File: config.mk
export PLATFORM = sky130hd
export DESIGN_NAME = div_nxn_seq_flat
export DESIGN_NICKNAME = d
export VERILOG_FILES = /design/src/rtl/div_nxn_seq_if.sv /design/src/rtl/div_nxn_seq.sv /design/src/flat_wrapper.sv
export SDC_FILE = /design/constraint.sdc
export NUM_CORES = 1
export LEC_CHECK = 0
export CORE_MARGIN = 2
export CORE_UTILIZATION = 43
export CTS_CLUSTER_SIZE = 30
export DETAILED_ROUTE_END_ITERATION = 12
export HOLD_SLACK_MARGIN = 0.03
export PLACE_DENSITY = 0.7
export SKIP_LAST_GASP = 1
export SLEW_MARGIN = 20
export SYNTH_ARGS = -nofsm -noshare
export SYNTH_HDL_FRONTEND = slang
export SYNTH_SLANG_ARGS = --single-unit
File: constraint.sdc
create_clock -name clk -period 5.3 [get_ports clk]
set_clock_uncertainty 0.15 [all_clocks]
set_input_delay 0.795 -clock clk [delete_from_list [all_inputs] [get_ports clk]]
set_output_delay 0.795 -clock clk [all_outputs]
set_load 0.02 [all_outputs]
File: src/rtl/div_nxn_seq_if.sv
// rtl/div_nxn_seq_if.sv - request/result bundle for the sequential NxN divider
interface div_nxn_seq_if #(
    parameter int N = 4
);
    logic         start;
    logic [N-1:0] a;
    logic [N-1:0] b;
    logic         busy;
    logic         done;
    logic [N-1:0] q;
    logic [N-1:0] r;
    logic         dbz;

    // Requester drives operands and start, observes status and results
    modport master (
        output start, a, b,
        input  busy, done, q, r, dbz
    );

    // Divider consumes operands and start, drives status and results
    modport slave (
        input  start, a, b,
        output busy, done, q, r, dbz
    );
endinterface

File: src/rtl/div_nxn_seq.sv
// rtl/div_nxn_seq.sv - sequential unsigned NxN restoring divider, one quotient bit per clock
module div_nxn_seq #(
    parameter int N = 4
) (
    input  logic         clk,
    input  logic         rst_n,
    div_nxn_seq_if.slave bus
);
    // Counter is one bit wider than needed so N-1 always fits
    localparam int CW = $clog2(N) + 1;

    typedef enum logic [1:0] {
        IDLE = 2'd0,
        RUN  = 2'd1,
        DONE = 2'd2
    } state_t;

    state_t        r_state;
    state_t        w_state_next;

    logic [N-1:0]  r_dvd;
    logic [N-1:0]  r_dvs;
    logic [N:0]    r_rem;
    logic [N-1:0]  r_quot;
    logic [CW-1:0] r_cnt;
    logic [N-1:0]  r_q;
    logic [N-1:0]  r_r;
    logic          r_dbz;

    logic          w_accept;
    logic          w_div_zero;
    logic [N:0]    w_rem_shift;
    logic          w_ge;
    logic [N:0]    w_rem_next;
    logic [N:0]    w_quot_shift;
    logic [N-1:0]  w_quot_next;
    logic          w_last;

    // A new request is only taken when not iterating
    assign w_accept   = bus.start && ((r_state == IDLE) || (r_state == DONE));
    assign w_div_zero = (bus.b == '0);

    // One restoring step: shift next dividend bit into the N+1 bit remainder, trial subtract
    assign w_rem_shift  = {r_rem[N-1:0], r_dvd[N-1]};
    assign w_ge         = (w_rem_shift >= {1'b0, r_dvs});
    assign w_rem_next   = w_ge ? (w_rem_shift - {1'b0, r_dvs}) : w_rem_shift;
    assign w_quot_shift = {r_quot, w_ge};
    assign w_quot_next  = w_quot_shift[N-1:0];
    assign w_last       = (r_cnt == CW'(N - 1));

    // State register
    always_ff @(posedge clk or negedge rst_n) begin
        if (!rst_n) begin
            r_state <= IDLE;
        end else begin
            r_state <= w_state_next;
        end
    end

    // Next-state: zero divisor short-circuits straight to DONE
    always_comb begin
        w_state_next = r_state;
        case (r_state)
            IDLE: begin
                if (bus.start) begin
                    w_state_next = w_div_zero ? DONE : RUN;
                end
            end
            RUN: begin
                if (w_last) begin
                    w_state_next = DONE;
                end
            end
            DONE: begin
                if (bus.start) begin
                    w_state_next = w_div_zero ? DONE : RUN;
                end else begin
                    w_state_next = IDLE;
                end
            end
            default: w_state_next = IDLE;
        endcase
    end

    // Operand capture, iteration datapath and result registers
    always_ff @(posedge clk or negedge rst_n) begin
        if (!rst_n) begin
            r_dvd  <= '0;
            r_dvs  <= '0;
            r_rem  <= '0;
            r_quot <= '0;
            r_cnt  <= '0;
            r_q    <= '0;
            r_r    <= '0;
            r_dbz  <= 1'b0;
        end else if (w_accept) begin
            r_dvd  <= bus.a;
            r_dvs  <= bus.b;
            r_rem  <= '0;
            r_quot <= '0;
            r_cnt  <= '0;
            if (w_div_zero) begin
                r_q   <= '1;
                r_r   <= bus.a;
                r_dbz <= 1'b1;
            end
        end else if (r_state == RUN) begin
            r_dvd  <= {r_dvd[N-2:0], 1'b0};
            r_rem  <= w_rem_next;
            r_quot <= w_quot_next;
            r_cnt  <= r_cnt + CW'(1);
            // Final step publishes directly; remainder is < divisor so the top bit is zero
            if (w_last) begin
                r_q   <= w_quot_next;
                r_r   <= w_rem_next[N-1:0];
                r_dbz <= 1'b0;
            end
        end
    end

    assign bus.busy = (r_state == RUN);
    assign bus.done = (r_state == DONE);
    assign bus.q    = r_q;
    assign bus.r    = r_r;
    assign bus.dbz  = r_dbz;

endmodule

File: src/flat_wrapper.sv
// flat-port wrapper written by rule: the top's interface ports become plain ports
module div_nxn_seq_flat 
#(
    parameter int N = 4
)
  (clk, rst_n, bus_start, bus_a, bus_b, bus_busy, bus_done, bus_q, bus_r, bus_dbz);
  div_nxn_seq_if #(.N(N)) bus_i ();
  input  logic clk;
  input  logic rst_n;
  input wire logic [$bits(bus_i.start)-1:0] bus_start;
  input wire logic [$bits(bus_i.a)-1:0] bus_a;
  input wire logic [$bits(bus_i.b)-1:0] bus_b;
  output wire logic [$bits(bus_i.busy)-1:0] bus_busy;
  output wire logic [$bits(bus_i.done)-1:0] bus_done;
  output wire logic [$bits(bus_i.q)-1:0] bus_q;
  output wire logic [$bits(bus_i.r)-1:0] bus_r;
  output wire logic [$bits(bus_i.dbz)-1:0] bus_dbz;
  assign bus_i.start = bus_start;
  assign bus_i.a = bus_a;
  assign bus_i.b = bus_b;
  assign bus_busy = bus_i.busy;
  assign bus_done = bus_i.done;
  assign bus_q = bus_i.q;
  assign bus_r = bus_i.r;
  assign bus_dbz = bus_i.dbz;
  div_nxn_seq #(.N(N)) u_core (.clk(clk), .rst_n(rst_n), .bus(bus_i));
endmodule
==> flow_metrics.env, run 1 <==
export IMPL_dr_total_vias=1091
export IMPL_comb_power_share_pct=53.9
export IMPL_number_of_global_route_vias_before_repair=1089
export IMPL_synth_yosys_warnings=0
export IMPL_top_level_ports=22
export IMPL_cts_tree="yes"
export IMPL_timing_rr_end="u_core.r_rem[1]"
export IMPL_power_report_internal_total_uw=678
export IMPL_worst_pin_slew_ns=0.655
export IMPL_fin_crit_period_ns=3.09
export IMPL_cts_sinks=29
export IMPL_layoutNonFillerInstCount=212
export IMPL_total_switching_power_uw=494
export IMPL_cp_endpoint="bus_busy"
export IMPL_insertedDiodeCount=0
export IMPL_pin_count_of_the_biggest_net_entering_global_routing=30
export IMPL_path_class="flip-flop to primary output"
export IMPL_cts_post_setup_buffers_inserted=0
export IMPL_core_area_sq_um=3050
export IMPL_first_pass_iters=4
export IMPL_min_path_type="flip-flop to flip-flop"
export IMPL_hpwl_um=2220
export IMPL_sw_frac_of_total_pct=42.1
export IMPL_placed_cells=204
export IMPL_cts_hold_buffers_added=0
export IMPL_wire_length_of_the_first_global_routing_pass_um=5080
export IMPL_standard_cell_with_the_maximum_stage_delay_on_the_critical_path="sky130_fd_sc_hd__clkdlybuf4s50_1"
export IMPL_rsz_0062_raised_after_global_routing="false"
export IMPL_die_outline_area_sq_um=3670
export IMPL_mostFrequentLayoutCells="sky130_fd_sc_hd__nand2_1 (33), sky130_fd_sc_hd__dfrtp_1 (29), sky130_fd_sc_hd__clkdlybuf4s50_1 (21)"
export IMPL_route_detailed_wl_per_inst_um=14.3
export IMPL_ir_drop_v=0.000274
export IMPL_final_setup_viol_count=0
export IMPL_worst_ep_arrival_time_ns=2.15
export IMPL_placementRows=20
export IMPL_detail_route_drc_violations=0
export IMPL_final_layout_size_suffix_gt1_share_pct=9.52
export IMPL_hold_worst_slack_ns=0.347
export IMPL_critical_path_cell_chain="nand2b_1 > inv_1 > clkdlybuf4s50_1"
export IMPL_synth_seq_cells=29
export IMPL_share_of_synthesized_flip_flops_with_an_asynchronous_set_or_reset_pct=100
export IMPL_final_nets=185
export IMPL_cellPowerDensity_nw_per_um2=689
export IMPL_worstHoldPathCells=2
export IMPL_tritoncts_num_buffers=5
export IMPL_end_kind="primary output"
export IMPL_pwr_share_seq_pct=32.9
export IMPL_cts_repair_resizes=0
export IMPL_report_power_total_uw=1170
export IMPL_outcome="finished, final reports clean"
export IMPL_ff2ff_path_depth=4
export IMPL_dominantRegCellSynth="sky130_fd_sc_hd__dfrtp_1"
export IMPL_flow_area_growth_from_synthesis_pct=23.7
export IMPL_seq_area_frac_synth_pct=52.8
export IMPL_synthesis_nets=160
export IMPL_groute_usage_overall_pct=20.0
export IMPL_postSynthAreaPerCell_sq_um=9.68
export IMPL_ant_nets=0
export IMPL_required_time_of_the_worst_setup_path_ns=4.36
export IMPL_maxSlewHeadroom_pct=56.1
export IMPL_drv_max_cap_violation_count=0
export IMPL_place_gp_congestion=0.765
export IMPL_critPathLaunch="u_core.r_state[1]"
export IMPL_power_leakage_uw=0.000780
export IMPL_rrSetupSlack_ns=3.24
export IMPL_grt_remaining_overflow=0
export IMPL_die_x_um=60.6
export IMPL_crit_path_start_kind="flip-flop"
export IMPL_cts_root_buffer="sky130_fd_sc_hd__clkbuf_4"
export IMPL_number_of_flops_mapped_to_enable_cells_by_yosys=0
export IMPL_first_iter_violations=46
export IMPL_initial_utilization_pct=45.0
export IMPL_finalSetupTns_ns=0
export IMPL_clock_fmax_mhz=324
export IMPL_postSynthCellCount=142
export IMPL_reg2reg_from="u_core.r_state[0]"
export IMPL_synth_distinct_cells=28
export IMPL_post_drt_via_cell_ratio=5.15
export IMPL_clock_power_share_pct=13.2
export IMPL_totalWireLength_um=3030
export IMPL_mostFrequentLayoutCell="sky130_fd_sc_hd__nand2_1"
export IMPL_fp_dieH_um=60.6
export IMPL_syn_cell_area_sq_um=1380
export IMPL_insertion_delay_ns=0.34
export IMPL_clock_tree_buffer_depth=2
export IMPL_antenna_found_initial=0
export IMPL_critical_path_max_stage_delay_ns=0.70
export IMPL_numPortBuffers=21
export IMPL_cts_clk_slew_worst_paths_ns=0.09
export IMPL_finalHoldViolations=0
export IMPL_final_min_period_over_clock_period_pct=58.3
export IMPL_cts_htree_levels=2
export IMPL_timing_final_max_slew_violations=0
export IMPL_postLayoutCoreUtil_pct=55.7
export IMPL_path_max_fanout=14
-- sequential cells by signal, summed over array words and instances (netlist names) --
name	flops
u_core.r_dvs	4
u_core.r_rem	4
u_core.r_dvd	4
u_core.bus.q	4
u_core.r_state	2
u_core.r_quot	3
u_core.bus.r	4
u_core.r_cnt	3
u_core.bus.dbz	1
-- logic make-up after synthesis --
| logic type | after synthesis | share of synthesized area (%) |
|---|---|---|
| xor+xnor | 1 | 0.637 |
| mux | 5 | 4.37 |
| flops | 29 | 52.8 |
| simple gates | 58 | 18.1 |
| compound gates | 31 | 13.9 |
| buf+inv | 11 | 3.28 |
| fa+ha+maj | 7 | 6.92 |
-- power by group through the flow --
| stage | clock [uW] | combinational (uW) | sequential (uW) |
|---|---|---|---|
| 4_1_cts | 158 | 639 | 386 |
| 5_1_grt | 167 | 723 | 401 |
| 3_3_place_gp | 0 | 608 | 385 |
| 6_report | 154 | 632 | 386 |
| 3_5_place_dp | 0 | 636 | 390 |
| 2_1_floorplan | 0 | 410 | 416 |
-- how the worst min path moves through the flow --
stage                      endpoint  slack [ns]       startpoint
global route        u_core.r_dvd[0]        0.36  u_core.r_dvd[0]
global placement    u_core.r_cnt[2]        0.32  u_core.r_cnt[2]
detailed placement  u_core.r_dvd[0]        0.33  u_core.r_dvd[0]
CTS                 u_core.r_dvd[0]        0.35  u_core.r_dvd[0]
finish               u_core.bus.dbz        0.35   u_core.bus.dbz
floorplan           u_core.r_dvd[0]        0.30  u_core.r_dvd[0]
-- through the flow --
| stage | setup slack, ns | area [sq um] |
|---|---|---|
| 2_1_floorplan | 3.40 | 1380 |
| 6_report | 2.21 | 1700 |
| 3_5_place_dp | 2.04 | 1630 |
| 3_3_place_gp | 2.19 | 1630 |
| 4_1_cts | 2.21 | 1700 |
| 5_1_grt | 2.07 | 1700 |
-- layout make-up --
type	count	area (sq um)
fill	288	1350
tap	44	55.1
clock buffer	7	65.1
clock inverter	1	5.00
sequential	29	726
inverter	7	26.3
timing repair buffer	22	218
multi-input combinational	102	607
-- routing by layer --
metal,track usage (%),vias to the layer above,routed length [um],part of all wire (%)
li1,-,540,-,-
met1,22.7,519,1320,44
met2,33.4,23,1470,49
met3,7.68,9,159,5.3
met4,9.63,0,72,2.4
met5,0,-,0,0
-- worst max-delay path: cells and delay by family (launching register included) --
| family | cells | cell delay [ns] |
|---|---|---|
| simple gates | 1 | 0.29 |
| flops | 1 | 0.38 |
| buf+inv | 2 | 1.14 |
-- cell usage after synthesis (2+ instances only) --
library cell | number | area [sq um]
sky130_fd_sc_hd__nand2_1 | 33 | 124
sky130_fd_sc_hd__dfrtp_1 | 29 | 726
sky130_fd_sc_hd__o21ai_0 | 15 | 75.1
sky130_fd_sc_hd__nor2_1 | 8 | 30.0
sky130_fd_sc_hd__inv_1 | 7 | 26.3
sky130_fd_sc_hd__nand3_1 | 7 | 35.0
sky130_fd_sc_hd__ha_1 | 6 | 75.1
sky130_fd_sc_hd__a21oi_1 | 4 | 20.0
sky130_fd_sc_hd__a22o_1 | 3 | 26.3
sky130_fd_sc_hd__a31oi_1 | 3 | 18.8
sky130_fd_sc_hd__buf_2 | 3 | 15.0
sky130_fd_sc_hd__mux2i_1 | 3 | 30.0
sky130_fd_sc_hd__nand2b_1 | 3 | 18.8
sky130_fd_sc_hd__mux2_4 | 2 | 30.0
sky130_fd_sc_hd__nor2b_1 | 2 | 12.5
sky130_fd_sc_hd__nor3_1 | 2 | 10.0
No activity file was read; power rests on OpenSTA's default activity.
==> run 2, diff against run 1 <==
clock period = 2.85 ns   (was 5.3 ns; I/O delays follow)
==> flow_metrics.env, run 2 (synthesized netlist as in run 1, its figures left out) <==
export IMPL_outcome="finished, final reports clean"
export IMPL_dr_total_vias=1111
export IMPL_place_gp_congestion=0.861
export IMPL_timing_final_max_slew_violations=0
export IMPL_cts_sinks=29
export IMPL_finalSetupTns_ns=0
export IMPL_drv_max_cap_violation_count=0
export IMPL_die_outline_area_sq_um=3670
export IMPL_route_detailed_wl_per_inst_um=13.7
export IMPL_finalHoldViolations=0
export IMPL_initial_utilization_pct=45.0
export IMPL_crit_path_start_kind="flip-flop"
export IMPL_postLayoutCoreUtil_pct=56.4
export IMPL_worst_pin_slew_ns=0.590
export IMPL_detail_route_drc_violations=0
export IMPL_sw_frac_of_total_pct=40.7
export IMPL_cellPowerDensity_nw_per_um2=1300
export IMPL_mostFrequentLayoutCells="sky130_fd_sc_hd__nand2_1 (33), sky130_fd_sc_hd__dfrtp_1 (29), sky130_fd_sc_hd__clkdlybuf4s50_1 (21)"
export IMPL_first_iter_violations=55
export IMPL_cts_repair_resizes=0
export IMPL_timing_final_ws_setup_ns=0.196
export IMPL_path_class="flip-flop to primary output"
export IMPL_pin_count_of_the_biggest_net_entering_global_routing=30
export IMPL_totalWireLength_um=2910
export IMPL_core_area_sq_um=3050
export IMPL_worst_ep_arrival_time_ns=2.08
export IMPL_hpwl_um=2130
export IMPL_required_time_of_the_worst_setup_path_ns=2.27
export IMPL_cts_post_setup_buffers_inserted=0
export IMPL_cts_root_buffer="sky130_fd_sc_hd__clkbuf_4"
export IMPL_numPortBuffers=21
export IMPL_min_path_type="input pin to asynchronous set/reset pin"
export IMPL_clock_tree_buffer_depth=2
export IMPL_post_drt_via_cell_ratio=5.22
export IMPL_clock_power_share_pct=15.6
export IMPL_cts_tree="yes"
export IMPL_fp_dieH_um=60.6
export IMPL_mostFrequentLayoutCell="sky130_fd_sc_hd__nand2_1"
export IMPL_end_kind="primary output"
export IMPL_cts_hold_buffers_added=0
export IMPL_n_fill_cell=286
export IMPL_dpl_worst_slack_ns=0.565
export IMPL_flow_area_growth_from_synthesis_pct=25.2
export IMPL_clock_fmax_mhz=377
export IMPL_wire_length_of_the_first_global_routing_pass_um=5000
export IMPL_cts_htree_levels=2
export IMPL_ir_drop_v=0.000556
export IMPL_cts_clk_slew_worst_paths_ns=0.09
export IMPL_first_pass_iters=4
export IMPL_pwr_share_seq_pct=32.1
export IMPL_top_level_ports=22
export IMPL_comb_power_share_pct=52.2
export IMPL_final_setup_viol_count=0
export IMPL_ant_nets=0
export IMPL_number_of_global_route_vias_before_repair=1134
export IMPL_total_switching_power_uw=915
export IMPL_grt_remaining_overflow=0
export IMPL_insertedDiodeCount=0
export IMPL_groute_usage_overall_pct=19.1
export IMPL_final_min_period_over_clock_period_pct=93.1
export IMPL_power_report_internal_total_uw=1330
export IMPL_die_x_um=60.6
export IMPL_final_layout_size_suffix_gt1_share_pct=8.88
export IMPL_placementRows=20
export IMPL_insertion_delay_ns=0.33
export IMPL_maxSlewHeadroom_pct=60.7
export IMPL_path_max_fanout=14
export IMPL_tritoncts_num_buffers=5
export IMPL_antenna_found_initial=0
export IMPL_fin_crit_period_ns=2.65
export IMPL_rsz_0062_raised_after_global_routing="false"
export IMPL_power_leakage_uw=0.000789
export IMPL_final_nets=186
==> run 2: cell types whose count changed in the layout (fill, tap and decap cells not counted) <==
cell	change
sky130_fd_sc_hd__bufinv_16	+1
sky130_fd_sc_hd__clkbuf_8	-1
sky130_fd_sc_hd__nor2b_1	+1
sky130_fd_sc_hd__buf_4	+1
sky130_fd_sc_hd__nor2b_2	-1
sky130_fd_sc_hd__clkinv_2	-1
sky130_fd_sc_hd__clkbuf_1	+1
==> run 2: final cells by class <==
| class | count | area (sq um) | area share, % |
|---|---|---|---|
| clock buffers | 7 | 55.1 | 3.20 |
| inverters | 7 | 26.3 | 1.53 |
| flip-flops and latches | 29 | 726 | 42.2 |
| repair buffers | 23 | 225 | 13.1 |
| clock inverters | 1 | 30.0 | 1.74 |
| well taps | 44 | 55.1 | 3.20 |
| multi-input cells | 102 | 604 | 35.1 |
==> run 2: worst max-delay path, stage by stage, from the launching register on <==
cell and delay (ns):
sky130_fd_sc_hd__dfrtp_1 0.38, sky130_fd_sc_hd__nand2b_1 0.26, sky130_fd_sc_hd__inv_1 0.41, sky130_fd_sc_hd__clkdlybuf4s50_1 0.69
==> run 2: stage by stage <==
step	area (sq um)	power [uW]	cells	hold WS (ns)
6_report	1720	2250	213	0.314
5_1_grt	1720	2460	213	0.335
4_1_cts	1720	2260	213	0.320
3_5_place_dp	1640	1900	205	0.325
3_3_place_gp	1640	1850	205	0.318
2_1_floorplan	1380	1540	142	-0.0181
==> run 2: final timing paths <==
kind	from	to	slack (ns)	cells after the start
setup / recovery	u_core.r_state[1]	bus_busy	0.20	3
hold / removal	rst_n	u_core.r_quot[0]	0.31	2
setup reg to reg	u_core.r_dvd[3]	u_core.bus.r[1]	0.80	7
hold reg to reg	u_core.r_dvd[0]	u_core.r_dvd[0]	0.34	2
max in group asynchronous	rst_n	u_core.r_dvd[1]	1.96	2
min in group clk	u_core.r_dvd[0]	u_core.r_dvd[0]	0.34	2
==> run 2: power groups by stage <==
stage | clock [uW] | sequential (uW) | combinational (uW)
final | 351 | 722 | 1170
after global routing | 382 | 748 | 1320
after CTS | 358 | 722 | 1180
after detailed placement | 0 | 728 | 1170
after global placement | 0 | 719 | 1140
after floorplan | 0 | 774 | 763
==> run 2: layer usage <==
layer	part of all wire (%)	wire, um	vias to the layer above	global-route usage (%)
met5	0	0	-	0
met3	6.0	175	10	7.46
met1	44	1290	533	23.2
met2	46	1350	31	29.8
met4	3.1	89	0	9.32
li1	-	-	537	-
==> run 3, diff against run 2 <==
ABC_CLOCK_PERIOD_IN_PS = 2850   (was unset)
==> results of run 3 <==
The final DEF is identical to that of run 2; final timing and power are the same.
==> variant 1: new RTL, settings of run 2 <==
Make the reset (`rst_n`) synchronous in 2 clocked blocks.
--- a/src/rtl/div_nxn_seq.sv
+++ b/src/rtl/div_nxn_seq.sv
@@ -49,7 +49,7 @@
     assign w_last       = (r_cnt == CW'(N - 1));
 
     // State register
-    always_ff @(posedge clk or negedge rst_n) begin
+    always_ff @(posedge clk) begin
         if (!rst_n) begin
             r_state <= IDLE;
         end else begin
@@ -83,7 +83,7 @@
     end
 
     // Operand capture, iteration datapath and result registers
-    always_ff @(posedge clk or negedge rst_n) begin
+    always_ff @(posedge clk) begin
         if (!rst_n) begin
             r_dvd  <= '0;
             r_dvs  <= '0;
Behaviour: differs if rst_n is asserted again (counterexample within 4 cycles, from zero or initial values and one cycle with rst_n low); with rst_n held inactive, the same outputs for 10 cycles.
==> variant 1 against run 2 <==
  * Global-route usage up 0.47 points
  * Sequential share of layout area down 8.1 points
  * Final area down 1.1%
  * Worst setup slack better by 0.13 ns
  * Non-clock buffer count down 1
  * Sequential cell count unchanged
  * Wire length up 2.7%
  * Area after synthesis up 3.3%
  * Count of clock-buffer cells in the layout down 2
  * Critical path type unchanged
Power is not compared: it rests on default switching activity, and its combinational part moved more than twofold at a synthesized area within 25%.
==> variant 1: results (changes against run 2) <==
stage,metric,value,unit,change
outcome,status,"complete, no violations",,
grt,GR Layer Usage met3,0.06513,,-0.009501
grt,first-pass GRT wire length,5299,µm,+5.9%
placement,placed cell count,213,,+3.9%
grt,vias in the first global route,1153,,+1.7%
grt,GRT met1 Usage,0.2351,,+0.003435
route,Met1 Wirelength,1248,µm,-3.5%
logic_synthesis,"FFs w/ async S/R, synth",0,,-1.000
route,WL final,2989,µm,+2.7%
logic_synthesis,top post-synthesis cells by count,"dfxtp_1, nand2_1, a21boi_0",,
timing,Slew HR,0.6522,,+0.04564
logic_synthesis,Mean Syn Cell Area,9.162,µm²,-5.4%
route,met3 wire length,202,µm,+15%
min_path,HP Class,reg -> reg,,
critical_path,R2R Path End,u_core.r_rem[2],,
critical_path,CP arrival,1.95,ns,-0.13 ns
logic_synthesis,Netlist cell types,40,,+43%
critical_path,reg2reg path depth,6,,-1
final_layout,Layout fillers,298,,+4.2%
logic_synthesis,largest cells by area after synthesis,"dfxtp_1, nand2_1, a21boi_0, ha_1, mux2i_1",,
logic_synthesis,Synth Net Count,173,,+8.1%
route,Iter 0 DRT Violations,35,,-36%
timing,max frequency,395.8,MHz,+5.0%
timing,Min Hold Slack,0.3117,ns,-0.002074 ns
placement,dpl ws,0.5472,ns,-0.01788 ns
grt,Total GRT Usage,0.1955,,+0.004676
logic_synthesis,register area share after synthesis,0.4088,,-0.1189
grt,largest net degree at the start of global routing,23,,-23%
route,vias per inst,5.276,,+1.2%
clock_tree,Clock transition at path regs,0.11,ns,+0.02 ns
placement,Placed Area,0.001648,mm²,+0.69%
final_layout,post-route insts no fill,221,,+3.8%
grt,GR Util met2,0.3176,,+0.01949
critical_path,"setup slack, reg-to-reg",0.70,ns,-0.10 ns
-- variant 1: changes by cell type after synthesis, sizes merged, moves of 4 or more --
cell	run 2	this run
o21ai	16	4
nand2	34	27
a22oi	0	5
a21boi	0	11
nand3	7	3
dfxtp	0	29
dfrtp	29	0
a21oi	4	9
-- variant 1: cells by family after synthesis --
group,synth area share
adders and majority gates,0.06696
xor gates and xnor gates,0.01851
buffers and inverters,0.05463
AOI/OAI and AO/OA,0.2159
DFF,0.4088
and+or+nand+nor,0.1815
muxes,0.05374
-- variant 1: worst max-delay path, cell delays in order, from the launching register on --
cell	delay, ns
dfxtp_1	0.38
nand2b_1	0.28
inv_4	0.30
clkdlybuf4s50_1	0.65
-- variant 1: how the worst max path moves through the flow --
stage / startpoint / endpoint / slack [ns]
after global routing: u_core.r_state[0] / bus_busy / 0.21
after CTS: u_core.r_state[0] / bus_busy / 0.31
after global placement: bus_start / u_core.bus.r[0] / 0.64
final: u_core.r_state[0] / bus_busy / 0.32
after floorplan: u_core.r_dvs[2] / u_core.r_rem[0] / 1.12
after detailed placement: bus_start / u_core.bus.r[0] / 0.55
-- variant 1: power breakdown --
part           switching [mW]  total (mW)  leakage, nW  internal (mW)
Sequential             0.0113       0.434        0.236          0.422
Clock                   0.155       0.248       0.0310         0.0929
Combinational          0.0923       0.164        0.378         0.0716
-- variant 1: cell type report --
| type | instances | area (µm²) | area share |
|---|---|---|---|
| clock inverters | 3 | 17.52 | 0.01029 |
| multi-input cells | 110 | 762.0 | 0.4475 |
| well taps | 44 | 55.05 | 0.03233 |
| clock buffers | 5 | 37.54 | 0.02204 |
| flip-flops and latches | 29 | 580.6 | 0.3409 |
| repair buffers | 22 | 217.7 | 0.1278 |
| inverters | 8 | 32.53 | 0.01910 |
==> variant 2: new RTL, settings of run 2 <==
Made on the original files. `N` is set to 4 in 3 places; all go to 2.
--- a/src/rtl/div_nxn_seq_if.sv
+++ b/src/rtl/div_nxn_seq_if.sv
@@ -1,6 +1,6 @@
 // rtl/div_nxn_seq_if.sv - request/result bundle for the sequential NxN divider
 interface div_nxn_seq_if #(
-    parameter int N = 4
+    parameter int N = 2
 );
     logic         start;
     logic [N-1:0] a;
--- a/src/rtl/div_nxn_seq.sv
+++ b/src/rtl/div_nxn_seq.sv
@@ -1,6 +1,6 @@
 // rtl/div_nxn_seq.sv - sequential unsigned NxN restoring divider, one quotient bit per clock
 module div_nxn_seq #(
-    parameter int N = 4
+    parameter int N = 2
 ) (
     input  logic         clk,
     input  logic         rst_n,
--- a/src/flat_wrapper.sv
+++ b/src/flat_wrapper.sv
@@ -1,7 +1,7 @@
 // flat-port wrapper written by rule: the top's interface ports become plain ports
 module div_nxn_seq_flat 
 #(
-    parameter int N = 4
+    parameter int N = 2
 )
   (clk, rst_n, bus_start, bus_a, bus_b, bus_busy, bus_done, bus_q, bus_r, bus_dbz);
   div_nxn_seq_if #(.N(N)) bus_i ();
Ports: changed (resized bus_a, bus_b, bus_q and bus_r); port bits go from 22 to 14. The function was not compared with the original's and may differ.
==> variant 2 against run 2 <==
  * Power down 48%
  * Area after synthesis decreased by 40%
  * Final area down 43%
  * Sequential cell count decreased by 13
  * Clock power fell by 66%
  * Combinational power down 46%
  * Global-route usage down 2.8 points
  * Worst setup slack better by 0.35 ns
  * Wire length fell by 47%
  * Largest cell class unchanged
==> variant 2: results (changes against run 2) <==
stage,metric,value,unit,change
critical_path,CP arrival,1.73,ns,-0.35 ns
logic_synthesis,Mean Syn Cell Area,10.26,µm²,+5.9%
power_and_ir_drop,maximum VDD drop,0.4824,mV,-13%
placement,I/O Buffers,13,,-38%
placement,RD Place Congestion,0.7529,,-13%
logic_synthesis,top post-synthesis cells by count,"dfrtp_1, nand2_1, o21ai_0",,
grt,vias in the first global route,550,,-51%
placement,placed cell count,116,,-43%
min_path,Hold Crit Depth,2,,
route,vias per inst,5.277,,+1.2%
clock_tree,post-CTS sizing,0,,unchanged
critical_path,slowest CP cell,dfrtp_1,,
critical_path,max incr delay on CP,0.60,ns,-0.09 ns
clock_tree,Num CTS Buffers,3,,-2
clock_tree,H-tree depth,1,,-1
critical_path,Critical Path Source,u_core.r_state[0],,
route,DRT Pass-1 Iters,3,,-1
outcome,status,"complete, no violations",,
grt,first-pass GRT wire length,2504,µm,-50%
logic_synthesis,largest cells by area after synthesis,"dfrtp_1, ha_1, o21ai_0, nand2_1, a22o_1",,
critical_path,reg2reg path depth,5,,-2
route,Vias,628,,-43%
grt,antenna violations before repair,0,,unchanged
logic_synthesis,Synth Net Count,91,,-43%
logic_synthesis,"FFs w/ async S/R, synth",1.000,,unchanged
route,Iter 0 DRT Violations,6,,-89%
power_and_ir_drop,Pleak,0.4155,nW,-47%
critical_path,FF-to-FF Start,u_core.r_rem[0],,
placement,dpl hpwl,1169,µm,-45%
grt,largest net degree at the start of global routing,17,,-43%
logic_synthesis,register area share after synthesis,0.4819,,-0.04582
final_layout,layout cells sized above 1,0.1383,,+0.04954
grt,Total GRT Usage,0.1629,,-0.02788
logic_synthesis,Netlist cell types,29,,+3.6%
placement,dpl ws,0.7783,ns,+0.2132 ns
timing,Slew @ Worst Pin,0.7173,ns,+0.1277 ns
logic_synthesis,Synth Flop Type,dfrtp_1,,
clock_tree,later-pin clock latency in the skew report,0.29,ns,-0.04 ns
final_layout,Final #Nets,106,,-43%
critical_path,Worst Path Max Fanout,10,,-4
placement,Placed Area,964.7,µm²,-41%
route,wire per inst,12.91,µm,-5.6%
min_path,HP Class,reg -> reg,,
[variant 2: changes by cell type in the layout (fill, tap and decap cells not counted), moves of 5 or more]
| cell | change |
|---|---|
| o21ai_0 | -9 |
| nand3_1 | -5 |
| clkdlybuf4s50_1 | -8 |
| nand2_1 | -25 |
| dfrtp_1 | -13 |
| nor2_1 | -5 |
[variant 2: worst paths after layout]
path                              endpoint  slack (ns)
hold / removal             u_core.r_dvs[0]        0.35
max in group asynchronous  u_core.r_cnt[0]        1.69
hold reg to reg            u_core.r_dvs[0]        0.35
min in group asynchronous  u_core.bus.r[0]        0.41
setup / recovery                  bus_busy        0.54
setup reg to reg           u_core.bus.r[1]        0.93
[variant 2: cell type report]
cell class                 count  area, µm²
clock buffer                   3      22.52
fill                         176      777.0
inverter                       5      21.27
multi-input combinational     57      381.6
sequential                    16      400.4
tap                           25      31.28
timing repair buffer          13      130.1
[variant 2: per-layer routing]
layer	track usage	vias up	wire (µm)
li1	-	311	-
met1	0.2233	298	774
met2	0.2347	14	673
met3	0.03396	5	51
met4	0.09730	0	37
met5	0	-	0
[variant 2: cells by family (layout without fill, tap and decap cells)]
kind of cell / after synthesis / after routing / synth area share
AOI/OAI and AO/OA: 26 / 26 / 0.2094
xor gates and xnor gates: 1 / 1 / 0.01054
adders and majority gates: 3 / 3 / 0.04519
buffers and inverters: 8 / 21 / 0.05873
DFF: 16 / 16 / 0.4819
muxes: 2 / 2 / 0.02410
and+or+nand+nor: 25 / 25 / 0.1702
[variant 2: worst max-delay path, delay by kind of cell, from the launching register on]
family	cells	cell delay [ns]
DFF	1	0.60
and+or+nand+nor	1	0.14
buffers and inverters	2	0.70
[variant 2: where the power goes]
| part | internal, mW | switching (mW) |
|---|---|---|
| Clock | 0.0492 | 0.0691 |
| Sequential | 0.328 | 0.0973 |
| Combinational | 0.289 | 0.339 |
| Total | 0.667 | 0.505 |
